$ cat config.mk
export PLATFORM = sky130hd
export DESIGN_NAME = data_path
export DESIGN_NICKNAME = d
export VERILOG_FILES = /design/src/rtl/data_path.sv
export SDC_FILE = /design/constraint.sdc
export NUM_CORES = 1
export LEC_CHECK = 0
export ABC_AREA = 1
export ABC_CLOCK_PERIOD_IN_PS = 4700
export CAP_MARGIN = 20
export CORE_ASPECT_RATIO = 0.5
export CORE_MARGIN = 2
export CORE_UTILIZATION = 35
export CTS_BUF_LIST = sky130_fd_sc_hd__clkbuf_8 sky130_fd_sc_hd__clkbuf_16
export DETAILED_ROUTE_END_ITERATION = 16
export SYNTH_ARGS = -nofsm -noshare
export SYNTH_HDL_FRONTEND = slang
export SYNTH_SLANG_ARGS = --single-unit
$ cat constraint.sdc
create_clock -name Clk -period 4.7 [get_ports Clk]
set_input_delay 0.94 -clock Clk [delete_from_list [all_inputs] [get_ports Clk]]
set_output_delay 0.94 -clock Clk [all_outputs]
set_load 0.02 [all_outputs]
$ cat src/rtl/data_path.sv
// 8-bit CPU datapath: IR, MAR, PC, A, B, CCR registers, two source buses and
// a combinational ALU producing an 8-bit result with {V,N,Z,C} flags.
module data_path (
    input  logic       Clk,
    input  logic       Reset,
    input  logic       IR_Load,
    input  logic       MAR_Load,
    input  logic       PC_Load,
    input  logic       PC_Inc,
    input  logic       A_Load,
    input  logic       B_Load,
    input  logic       CCR_Load,
    input  logic [2:0] ALU_Sel,
    input  logic [1:0] Bus1_Sel,
    input  logic [1:0] Bus2_Sel,
    input  logic [7:0] from_memory,
    output logic [7:0] IR,
    output logic [3:0] CCR_Result,
    output logic [7:0] address,
    output logic [7:0] to_memory
);

    localparam logic [2:0] OP_ADD = 3'b000;
    localparam logic [2:0] OP_SUB = 3'b001;
    localparam logic [2:0] OP_AND = 3'b010;
    localparam logic [2:0] OP_OR  = 3'b011;
    localparam logic [2:0] OP_XOR = 3'b100;
    localparam logic [2:0] OP_INC = 3'b101;
    localparam logic [2:0] OP_DEC = 3'b110;
    localparam logic [2:0] OP_NOT = 3'b111;

    logic [7:0] ir_reg, mar, pc, a_reg, b_reg;
    logic [3:0] ccr;
    logic [7:0] bus1, bus2;
    logic [8:0] wide;
    logic [7:0] alu_r;
    logic       flag_v, flag_c;
    logic [3:0] alu_flags;

    // Bus1 only ever sources registers, so self-referencing loads cannot loop.
    always_comb begin
        case (Bus1_Sel)
            2'b00:   bus1 = pc;
            2'b01:   bus1 = a_reg;
            2'b10:   bus1 = b_reg;
            default: bus1 = 8'h00;
        endcase
    end

    always_comb begin
        wide   = 9'd0;
        flag_v = 1'b0;
        flag_c = 1'b0;
        case (ALU_Sel)
            OP_ADD: begin
                wide   = {1'b0, bus1} + {1'b0, b_reg};
                flag_c = wide[8];
                flag_v = (bus1[7] == b_reg[7]) && (wide[7] != bus1[7]);
            end
            OP_SUB: begin
                wide   = {1'b0, bus1} - {1'b0, b_reg};
                flag_c = wide[8];
                flag_v = (bus1[7] != b_reg[7]) && (wide[7] != bus1[7]);
            end
            OP_AND: wide = {1'b0, bus1 & b_reg};
            OP_OR:  wide = {1'b0, bus1 | b_reg};
            OP_XOR: wide = {1'b0, bus1 ^ b_reg};
            OP_INC: begin
                wide   = {1'b0, bus1} + 9'd1;
                flag_c = wide[8];
                flag_v = (bus1 == 8'h7F);
            end
            OP_DEC: begin
                wide   = {1'b0, bus1} - 9'd1;
                flag_c = wide[8];
                flag_v = (bus1 == 8'h80);
            end
            OP_NOT: wide = {1'b0, ~bus1};
            default: wide = 9'd0;
        endcase
    end

    assign alu_r     = wide[7:0];
    assign alu_flags = {flag_v, alu_r[7], (alu_r == 8'h00), flag_c};

    always_comb begin
        case (Bus2_Sel)
            2'b00:   bus2 = alu_r;
            2'b01:   bus2 = bus1;
            2'b10:   bus2 = from_memory;
            default: bus2 = 8'h00;
        endcase
    end

    always_ff @(posedge Clk) begin
        if (Reset) begin
            ir_reg <= 8'h00;
            mar    <= 8'h00;
            pc     <= 8'h00;
            a_reg  <= 8'h00;
            b_reg  <= 8'h00;
            ccr    <= 4'h0;
        end else begin
            if (IR_Load)  ir_reg <= bus2;
            if (MAR_Load) mar    <= bus2;
            if (A_Load)   a_reg  <= bus2;
            if (B_Load)   b_reg  <= bus2;
            if (CCR_Load) ccr    <= alu_flags;
            // A direct load overrides a same-cycle increment.
            if (PC_Load)     pc <= bus2;
            else if (PC_Inc) pc <= pc + 8'd1;
        end
    end

    assign IR         = ir_reg;
    assign CCR_Result = ccr;
    assign address    = mar;
    assign to_memory  = bus1;

endmodule

==> results.toml <==
[setup_path]
crit_path_start_kind = "primary input"
reg2reg_to = "b_reg[4]"
r2r_cells = 14
r2r_start = "pc[0]"
crit_arrival_ns = 4.20
criticalPathCategory = "in2reg"
timing.critical_path.fanout_max = 12
required_ns = 4.88
ff2ff_setup_slack_ns = 1.84
timing.critical_path.to_type = "flop"

[sta]
rsz0062_at_grt = "no"
setup-violations-final = 0
fin_skew_ns = 0.00447
timing.slew.headroom = 0.554
finalCritPeriodShare = 0.856
achievable-frequency_ghz = 0.249
worst_pin_slew_ns = 0.666
final_critical_path_setup_slack_ns = 0.678
period_needed_ns = 4.02
report.final.slew_viol_count = 0
final.setup.tns_ns = 0
final-hold-violation-count = 0
fin_worst_hold_slack_ns = 0.469

[placed_design]
detailedPlacementHpwl_mm = 10.3
detailedPlace.worstSlack_ns = 0.432
placed_area_um2 = 4680
routabilityCongestion = 0.950
placement.io_buffers = 51

[clocking]
postCtsSetupBuffers = 0
cts.sinks = 44
clk_transition_reported_paths_ns = 0.06
cts_hold_buffers = 0
clkLatencyLatePin_ns = 0.29
ctsLongestPathBuffers = 2
htree_levels = 2
cts_root_buffer = "sky130_fd_sc_hd__clkbuf_16"
cts-buffers-inserted = 5
tritoncts = "done"
cts_repair_resize_count = 0

[synth]
netlist_area_um2 = 3990
largest_cells_by_area_after_synthesis = "sky130_fd_sc_hd__dfxtp_1 (22%), sky130_fd_sc_hd__nand2_1 (11%), sky130_fd_sc_hd__nand3_1 (10%)"
synth_enable_flop_cells = 0
synth_ff_type = "sky130_fd_sc_hd__dfxtp_1"
ys_ff_latch = 44
post_synth_most_frequent_cells = "sky130_fd_sc_hd__nand2_1 (119), sky130_fd_sc_hd__inv_1 (98), sky130_fd_sc_hd__nor2_1 (92), sky130_fd_sc_hd__nand3_1 (80), sky130_fd_sc_hd__dfxtp_1 (44)"
synthArstFlopShare = 0
netlist.area_leader.share = 0.221
synth_area_leader_cell = "sky130_fd_sc_hd__dfxtp_1"
number_of_distinct_library_cells_after_synthesis = 40
synthesis.nets = 704
yosysWarnings = 0
seq_area_frac_synth = 0.221
dominant_cell_by_count_in_the_synthesized_netlist = "sky130_fd_sc_hd__nand2_1"
post_synth_inst_count = 648
synthesis.area_per_instance_um2 = 6.15

[global_route]
grt_antenna_before_repair = 0
grt_pass1_vias = 4036
global_route.overflow_total = 0
overall_track_demand_over_capacity_in_global_routing = 0.215
grt_pass1_wl_mm = 21.0
grt_max_degree = 32

[min_path]
hold_path_startpoint = "CCR_Result[1]"
whs_endpoint = "CCR_Result[1]"
worst_hold_class = "reg2reg"
min_delay_path_depth = 2

[die]
start_util = 0.361
die_height_um = 79.5
number_of_placement_rows = 27
core_area_um2 = 11000
floorplan.die.width_um = 155
num_io_pins = 52
die_area_um2 = 12300

[power]
p_leak_nw = 2.42
ir_worst_vdd_v = 0.000188
pwr_density_cell_nw_per_um2 = 263

[detailed_routing]
drt_iter0_markers = 406
via_per_inst = 5.21
drcViolationCount = 0
drt-wirelength-per-cell_um = 15.4
route.antenna.remaining_nets = 0
drt-pass1-iter-count = 5
vias = 4416
drt_wl_total_mm = 13.1

[layout]
finish.instance_area_um2 = 4860
final_layout_size_suffix_gt1_frac = 0.0768
synthToLayoutAreaGrowth_pct = 21.8
fin_util = 0.440
total_nets_final = 758
insertedDiodeCount = 0
n_fill_cell = 1148

[flow_run]
max_cap_viol_count = 0

[outcome]
result_of_the_run = "finished, final reports clean"
how the worst max path moves through the flow:
stage	depth (start not counted)	from	end
2_1_floorplan	16	Bus1_Sel[1]	IR[4]
3_3_place_gp	16	Bus1_Sel[0]	address[4]
3_5_place_dp	18	Bus1_Sel[0]	b_reg[4]
4_1_cts	5	Bus1_Sel[0]	to_memory[7]
5_1_grt	18	Bus1_Sel[0]	address[4]
6_report	16	Bus1_Sel[0]	b_reg[4]
critical path, stage by stage:
cell	delay (ns)
sky130_fd_sc_hd__clkdlybuf4s50_1	0.67
sky130_fd_sc_hd__inv_2	0.23
sky130_fd_sc_hd__nand2_1	0.10
sky130_fd_sc_hd__nor2_2	0.20
sky130_fd_sc_hd__nor2_8	0.10
sky130_fd_sc_hd__inv_2	0.13
sky130_fd_sc_hd__ha_1	0.23
sky130_fd_sc_hd__inv_1	0.07
sky130_fd_sc_hd__fa_1	0.41
sky130_fd_sc_hd__o31ai_1	0.31
sky130_fd_sc_hd__xor2_1	0.18
sky130_fd_sc_hd__nand2_1	0.11
sky130_fd_sc_hd__nand3_1	0.23
sky130_fd_sc_hd__nand3_1	0.11
sky130_fd_sc_hd__o211ai_1	0.11
sky130_fd_sc_hd__inv_1	0.06
final cells by class:
class	instances	area, um^2	area share
Clock inverter	2	38.8	0.00799
Multi-Input combinational cell	476	2600	0.535
Clock buffer	6	139	0.0286
Tap cell	145	181	0.0374
Sequential cell	44	881	0.181
Inverter	114	430	0.0886
Timing Repair Buffer	61	586	0.121
cell usage in the layout (no fill, tap or decap), drive strengths merged:
cell / netlist / final
nand2: 122 / 122
inv: 112 / 112
nor2: 98 / 98
nand3: 90 / 90
clkdlybuf4s50: 0 / 51
dfxtp: 44 / 44
o21ai: 41 / 41
a21oi: 31 / 31
ha: 30 / 30
o211ai: 16 / 16
nand4: 13 / 13
buf: 7 / 10
a22oi: 8 / 8
xor2: 6 / 6
clkbuf: 7 / 6
o22ai: 5 / 5
nor3: 4 / 4
clkinv: 2 / 3
fa: 2 / 2
a211oi: 1 / 1
nand3b: 1 / 1
o31ai: 1 / 1
a21boi: 1 / 1
and3: 1 / 1
or2: 1 / 1
nor4: 1 / 1
nor3b: 1 / 1
o221ai: 1 / 1
a221oi: 1 / 1
bufinv: 0 / 1
metrics by stage:
step | cells | total power (W)
floorplan | 648 | 0.000709
global placement | 840 | 0.000859
detailed placement | 840 | 0.000859
CTS | 848 | 0.00128
global route | 848 | 0.00135
finish | 848 | 0.00128
per-layer routing:
layer  vias up  track usage  part of all wire
met5         -            0                 0
met4         0       0.0593             0.019
met3        20       0.0309             0.059
met2       167        0.343              0.43
met1      2013        0.303              0.50
li1       2216            -                 -
report_power, final:
group	internal [W]	switching, W	leakage (nW)
Combinational	0.000157	0.000277	1.97
Sequential	0.000400	0.0000243	0.364
Clock	0.000266	0.000154	0.0871
Total	0.000824	0.000455	2.42
logic make-up (layout without fill, tap and decap cells):
| logic type | Yosys count | in the layout | share of synthesized area |
|---|---|---|---|
| simple gates | 332 | 332 | 0.379 |
| buf+inv | 128 | 183 | 0.127 |
| compound gates | 106 | 106 | 0.155 |
| flops | 44 | 44 | 0.221 |
| fa+ha+maj | 32 | 32 | 0.104 |
| xor+xnor | 6 | 6 | 0.0132 |
Note: power is estimated with default switching activity, not from simulation.
==> RTL change 1, RTL diff (same flow settings) <==
Put a register stage on the output `to_memory`. The value now appears one clock later. The other outputs are not delayed to match.
--- a/src/rtl/data_path.sv
+++ b/src/rtl/data_path.sv
@@ -115,7 +115,9 @@
     assign IR         = ir_reg;
     assign CCR_Result = ccr;
     assign address    = mar;
-    assign to_memory  = bus1;
+    always_ff @(posedge Clk) begin
+        to_memory <= bus1;
+    end
 
 endmodule
 
Behaviour: not the same (a bounded check fails within 4 cycles, from zero or initial values and one cycle with Reset high).
==> RTL change 1 against the original RTL <==
  * Setup slack improved by 0.082 ns
  * Non-clock buffer count rose by 1
  * Fmax rose by 2.1%
  * First-iteration DRC count fell by 25%
  * Sequential cell count rose by 8
  * Design area rose by 6.5%
  * Power rose by 6.7%
  * Area after synthesis rose by 8.2%
  * Routed wire length rose by 1.1%
  * Sequential share of layout area rose by 2.0 points
  * Largest power group is now registers
  * Highest routed layer unchanged
==> RTL change 1: results (changes against the original RTL) <==
status:
  status: "finished clean"
placed_design:
  dpl_worst_slack_ns: 0.489  # +0.0562 ns
  dp.cells: 873  # +3.9%
  port_buffers: 51  # unchanged
  dp_hpwl_um: 10400  # +1.1%
  dpl_cell_area_sq_um: 5000  # +6.9%
  place.gp.congestion: 0.922  # -3.0%
clock_network:
  clockBufferDepth: 2  # unchanged
  worst_setup_hold_path_clk_slew_ns: 0.07
  post_cts_buffers: 0  # unchanged
  cts_resized: 0  # unchanged
  clkLatencyLatePin_ns: 0.29  # about the same
  root_buffer: "clkbuf_16"
  numCtsBuffers: 5  # unchanged
  cts_htree_levels: 2  # unchanged
synthesis:
  synth_common_cells: "nand2_1 (132), inv_1 (102), nor2_1 (84), nand3_1 (59), dfxtp_1 (52)"
  synth_cells: 665  # +2.6%
  synth_cell_types: 46  # +15%
  ys_seq_area_share_pct: 24.1  # +2.0 points
  async_reset_ff_share_pct: 0  # unchanged
  syn_nets: 721  # +2.4%
  ys_warn_count: 0  # unchanged
  synth.area.top_cells: "dfxtp_1 (24%), nand2_1 (11%), inv_1 (8.9%)"
global_route:
  grt_max_degree: 20  # -38%
  grt_pass1_vias: 4069  # +0.82%
  antenna_found_initial: 0  # unchanged
  grt_util_met2_pct: 33.3  # -0.96 points
  grt.met1_usage_pct: 28.8  # -1.5 points
  track_usage_pct: 20.5  # -1.0 points
  grt_pass1_wl_um: 21200  # +1.1%
  met3_usage_pct: 2.50  # -0.60 points
setup_path:
  worstPathMaxFanout: 9  # -3
  r2r_setup_slack_ns: 1.76  # -0.08 ns
  crit_arrival_ns: 4.16  # -0.04 ns
  ff2ff_path_depth: 22  # +8
routing:
  vias: 4444  # +0.63%
  wl_per_cell_um: 15.0  # -2.7%
  viasPerCell: 5.04  # -3.1%
  drt_iter0_drc: 303  # -25%
  drt_first_pass_iters: 5  # unchanged
timing:
  finClkSkew_ns: 0.00833  # +0.00386 ns
  worst_pin_slew_ns: 0.803  # +0.137 ns
  fin_ws_ns: 0.760  # +0.0816 ns
  whs_ns: 0.468  # -0.000996 ns
final_layout:
  finalNetCount: 771  # +1.7%
  final_layout_size_suffix_gt1_share_pct: 10.1  # +2.4 points
  antennaDiodeCount: 0  # unchanged
  fill_cells: 1284  # +12%
worst_hold_path:
  hold_path.class: "reg2reg"
  whs_path_depth: 2  # unchanged
power:
  power_leakage_nw: 2.59  # +7.0%
  ir_drop_uv: 180  # -4.2%
-- RTL change 1: cell count changes in the layout (fill, tap and decap cells not counted), moves of 11 or more --
cell | unedited run | this run
nand2_1 | 119 | 132
nand3_1 | 80 | 59
inv_2 | 13 | 2
o21ai_0 | 30 | 41
-- RTL change 1: metal layers --
metal,share of wire [%],vias to the layer above
met3,6.7,21
met4,1.5,0
met5,0,-
li1,-,2231
met2,42,177
met1,50,2015
-- RTL change 1: through the flow --
| step | total power (W) | util, % |
|---|---|---|
| after floorplan | 0.000799 | - |
| after global placement | 0.000946 | 42.0 |
| after detailed placement | 0.000946 | 42.0 |
| after CTS | 0.00137 | 43.4 |
| after global routing | 0.00145 | 43.4 |
| final | 0.00136 | 43.4 |
-- RTL change 1: critical path: stages --
cell	delay, ns
clkdlybuf4s50_1	0.55
buf_4	0.24
nor2_2	0.14
nand2_1	0.09
nand3_1	0.12
ha_1	0.22
inv_1	0.09
fa_1	0.43
o21ai_0	0.18
nand2_1	0.09
nand2_1	0.07
nand2_1	0.06
nand2_1	0.06
nand2_1	0.06
nand2_1	0.07
nand2_1	0.07
nand2_1	0.09
nand2_1	0.06
nand2_1	0.13
nand2_1	0.06
nor2_1	0.12
nand2_1	0.09
a21oi_2	0.11
-- RTL change 1: worst paths after layout --
check / from / end
worst max-delay path: Bus1_Sel[1] / CCR_Result[1]
worst min register to register: CCR_Result[3] / CCR_Result[3]
worst min-delay path: CCR_Result[3] / CCR_Result[3]
worst max register to register: pc[0] / CCR_Result[1]
-- RTL change 1: logic make-up after synthesis --
logic type      synth area share (%)
flops                           24.1
fa+ha+maj                       9.63
simple gates                    38.2
xor+xnor                        1.62
compound gates                  14.5
buf+inv                         12.0
-- RTL change 1: cell type report --
type / instances / area share (%)
clock inverters: 3 / 0.823
flip-flops and latches: 52 / 20.1
well taps: 165 / 3.99
clock buffers: 5 / 2.42
multi-input cells: 488 / 53.3
inverters: 106 / 7.84
repair buffers: 62 / 11.5
-- RTL change 1: report_power, final --
| group | switching (W) | internal (W) | total [W] | leakage [nW] |
|---|---|---|---|---|
| registers | 0.0000231 | 0.000473 | 0.000496 | 0.429 |
| clock network | 0.000168 | 0.000252 | 0.000420 | 0.0856 |
| logic | 0.000285 | 0.000163 | 0.000448 | 2.07 |
==> RTL change 2, RTL diff (same flow settings) <==
Without the edit above. Remove the case item `OP_SUB` of the case on `ALU_Sel`.
--- a/src/rtl/data_path.sv
+++ b/src/rtl/data_path.sv
@@ -57,11 +57,6 @@
                 flag_c = wide[8];
                 flag_v = (bus1[7] == b_reg[7]) && (wide[7] != bus1[7]);
             end
-            OP_SUB: begin
-                wide   = {1'b0, bus1} - {1'b0, b_reg};
-                flag_c = wide[8];
-                flag_v = (bus1[7] != b_reg[7]) && (wide[7] != bus1[7]);
-            end
             OP_AND: wide = {1'b0, bus1 & b_reg};
             OP_OR:  wide = {1'b0, bus1 | b_reg};
             OP_XOR: wide = {1'b0, bus1 ^ b_reg};
Check against the original RTL: not equivalent (a bounded check fails within 4 cycles, from zero or initial values and one cycle with Reset high).
==> RTL change 2 against the original RTL <==
  * Design area down 11%
  * Critical endpoint is now to_memory[5]
  * Power decreased by 10%
  * Routed wire length fell by 21%
  * Register-to-register slack better by 0.40 ns
  * First-iteration DRC count is 23% lower
  * Sequential share of layout area rose by 2.3 points
  * Area after synthesis is 12% lower
  * Critical path type is now in2out
  * Sequential cell count is the same
  * Global-route usage shrank 2.1 points
  * Combinational power down 25%
  * Setup slack better by 0.18 ns
  * Via count fell by 17%
  * Largest power group is now registers
  * Hold slack got worse by 0.0022 ns
==> RTL change 2: results (changes against the original RTL) <==
timing:
  whs_ns: 0.466  # -0.00216 ns
  slew-limit-headroom_pct: 51.6  # -3.9 points
  finClkSkew_ns: 0.00632  # +0.00185 ns
  min_period_over_period_pct: 81.7  # -3.8 points
routing:
  viasPerCell: 4.93  # -5.3%
  vias: 3649  # -17%
  wl_per_cell_um: 13.9  # -10%
  drt_iter0_drc: 312  # -23%
placed_design:
  port_buffers: 51  # unchanged
  place.gp.congestion: 0.861  # -9.4%
  dpl_worst_slack_ns: 0.819  # +0.386 ns
  dpl_cell_area_sq_um: 4140  # -12%
  dp.cells: 732  # -13%
  dp_hpwl_um: 8200  # -21%
setup_path:
  ff2ff_path_depth: 15  # +1
  critPathLaunch: "Bus1_Sel[1]"
  crit_arrival_ns: 2.90  # -1.30 ns
  reg2reg_from: "b_reg[4]"
  crit_path_end: "to_memory[5]"
  r2r_setup_slack_ns: 2.24  # +0.40 ns
  slowest_delay_ns: 0.67  # about the same
  worstPathMaxFanout: 10  # -2
  r2r-end: "address[7]"
synthesis:
  syn_area_per_cell_sq_um: 6.30  # +2.4%
  synth_common_cells: "nand2_1 (105), nor2_1 (84), inv_1 (82), nand3_1 (49), dfxtp_1 (44)"
  synth.area.top_cells: "dfxtp_1 (25%), nand2_1 (11%), nor2_1 (9.0%)"
  syn_nets: 603  # -14%
  yosysTopAreaCell: "dfxtp_1"
  ys_seq_area_share_pct: 25.1  # +3.0 points
  synth_cell_types: 31  # -23%
final_layout:
  finalNetCount: 650  # -14%
  fill_cells: 1028  # -10%
  final_layout_size_suffix_gt1_share_pct: 8.60  # +0.91 points
  antennaDiodeCount: 0  # unchanged
global_route:
  track_usage_pct: 19.4  # -2.1 points
  grt_max_degree: 24  # -25%
  grt_pass1_vias: 3323  # -18%
  grt_pass1_wl_um: 16900  # -20%
power:
  ir_drop_uv: 134  # -28%
  power_leakage_nw: 2.22  # -8.5%
status:
  status: "finished clean"
worst_hold_path:
  whs_path_depth: 2  # unchanged
-- RTL change 2: cell types whose count changed in the layout (fill, tap and decap cells not counted), sizes merged, moves of 3 or more --
cell / before / now
nor2: 98 / 95
ha: 30 / 22
o211ai: 16 / 6
o22ai: 5 / 0
nand3: 90 / 61
nand2: 122 / 111
inv: 112 / 91
nand4: 13 / 3
buf: 10 / 1
o21ai: 41 / 50
-- RTL change 2: layer usage --
| layer | global-route usage, % | share of wire (%) | vias to the layer above |
|---|---|---|---|
| met5 | 0 | 0 | - |
| met4 | 4.47 | 1.0 | 0 |
| met3 | 2.18 | 4.0 | 12 |
| met2 | 32.1 | 42 | 86 |
| met1 | 27.6 | 53 | 1660 |
| li1 | - | - | 1891 |
-- RTL change 2: layout make-up --
class	instances	area, sq um	area share [%]
well taps	135	169	3.93
clock inverters	3	42.5	0.989
flip-flops and latches	44	881	20.5
clock buffers	5	125	2.91
repair buffers	52	518	12.0
inverters	91	347	8.05
multi-input cells	410	2220	51.6
-- RTL change 2: logic make-up after synthesis --
kind of cell | count (synthesis) | share of synthesized area [%]
simple gates | 273 | 36.1
compound gates | 107 | 17.4
buf+inv | 103 | 11.6
flops | 44 | 25.1
fa+ha+maj | 22 | 7.85
xor+xnor | 8 | 2.00
-- RTL change 2: report_power, final --
group	internal, W	switching [W]
registers	0.000400	0.0000206
logic	0.000122	0.000204
clock network	0.000250	0.000151
total	0.000772	0.000375
-- RTL change 2: worst min-delay path: cells and delay by family (launching register included) --
family | cells | cell delay, ns
AND/OR/NAND/NOR | 1 | 0.06
AO/OA/AOI/OAI | 1 | 0.06
flip-flops | 1 | 0.31
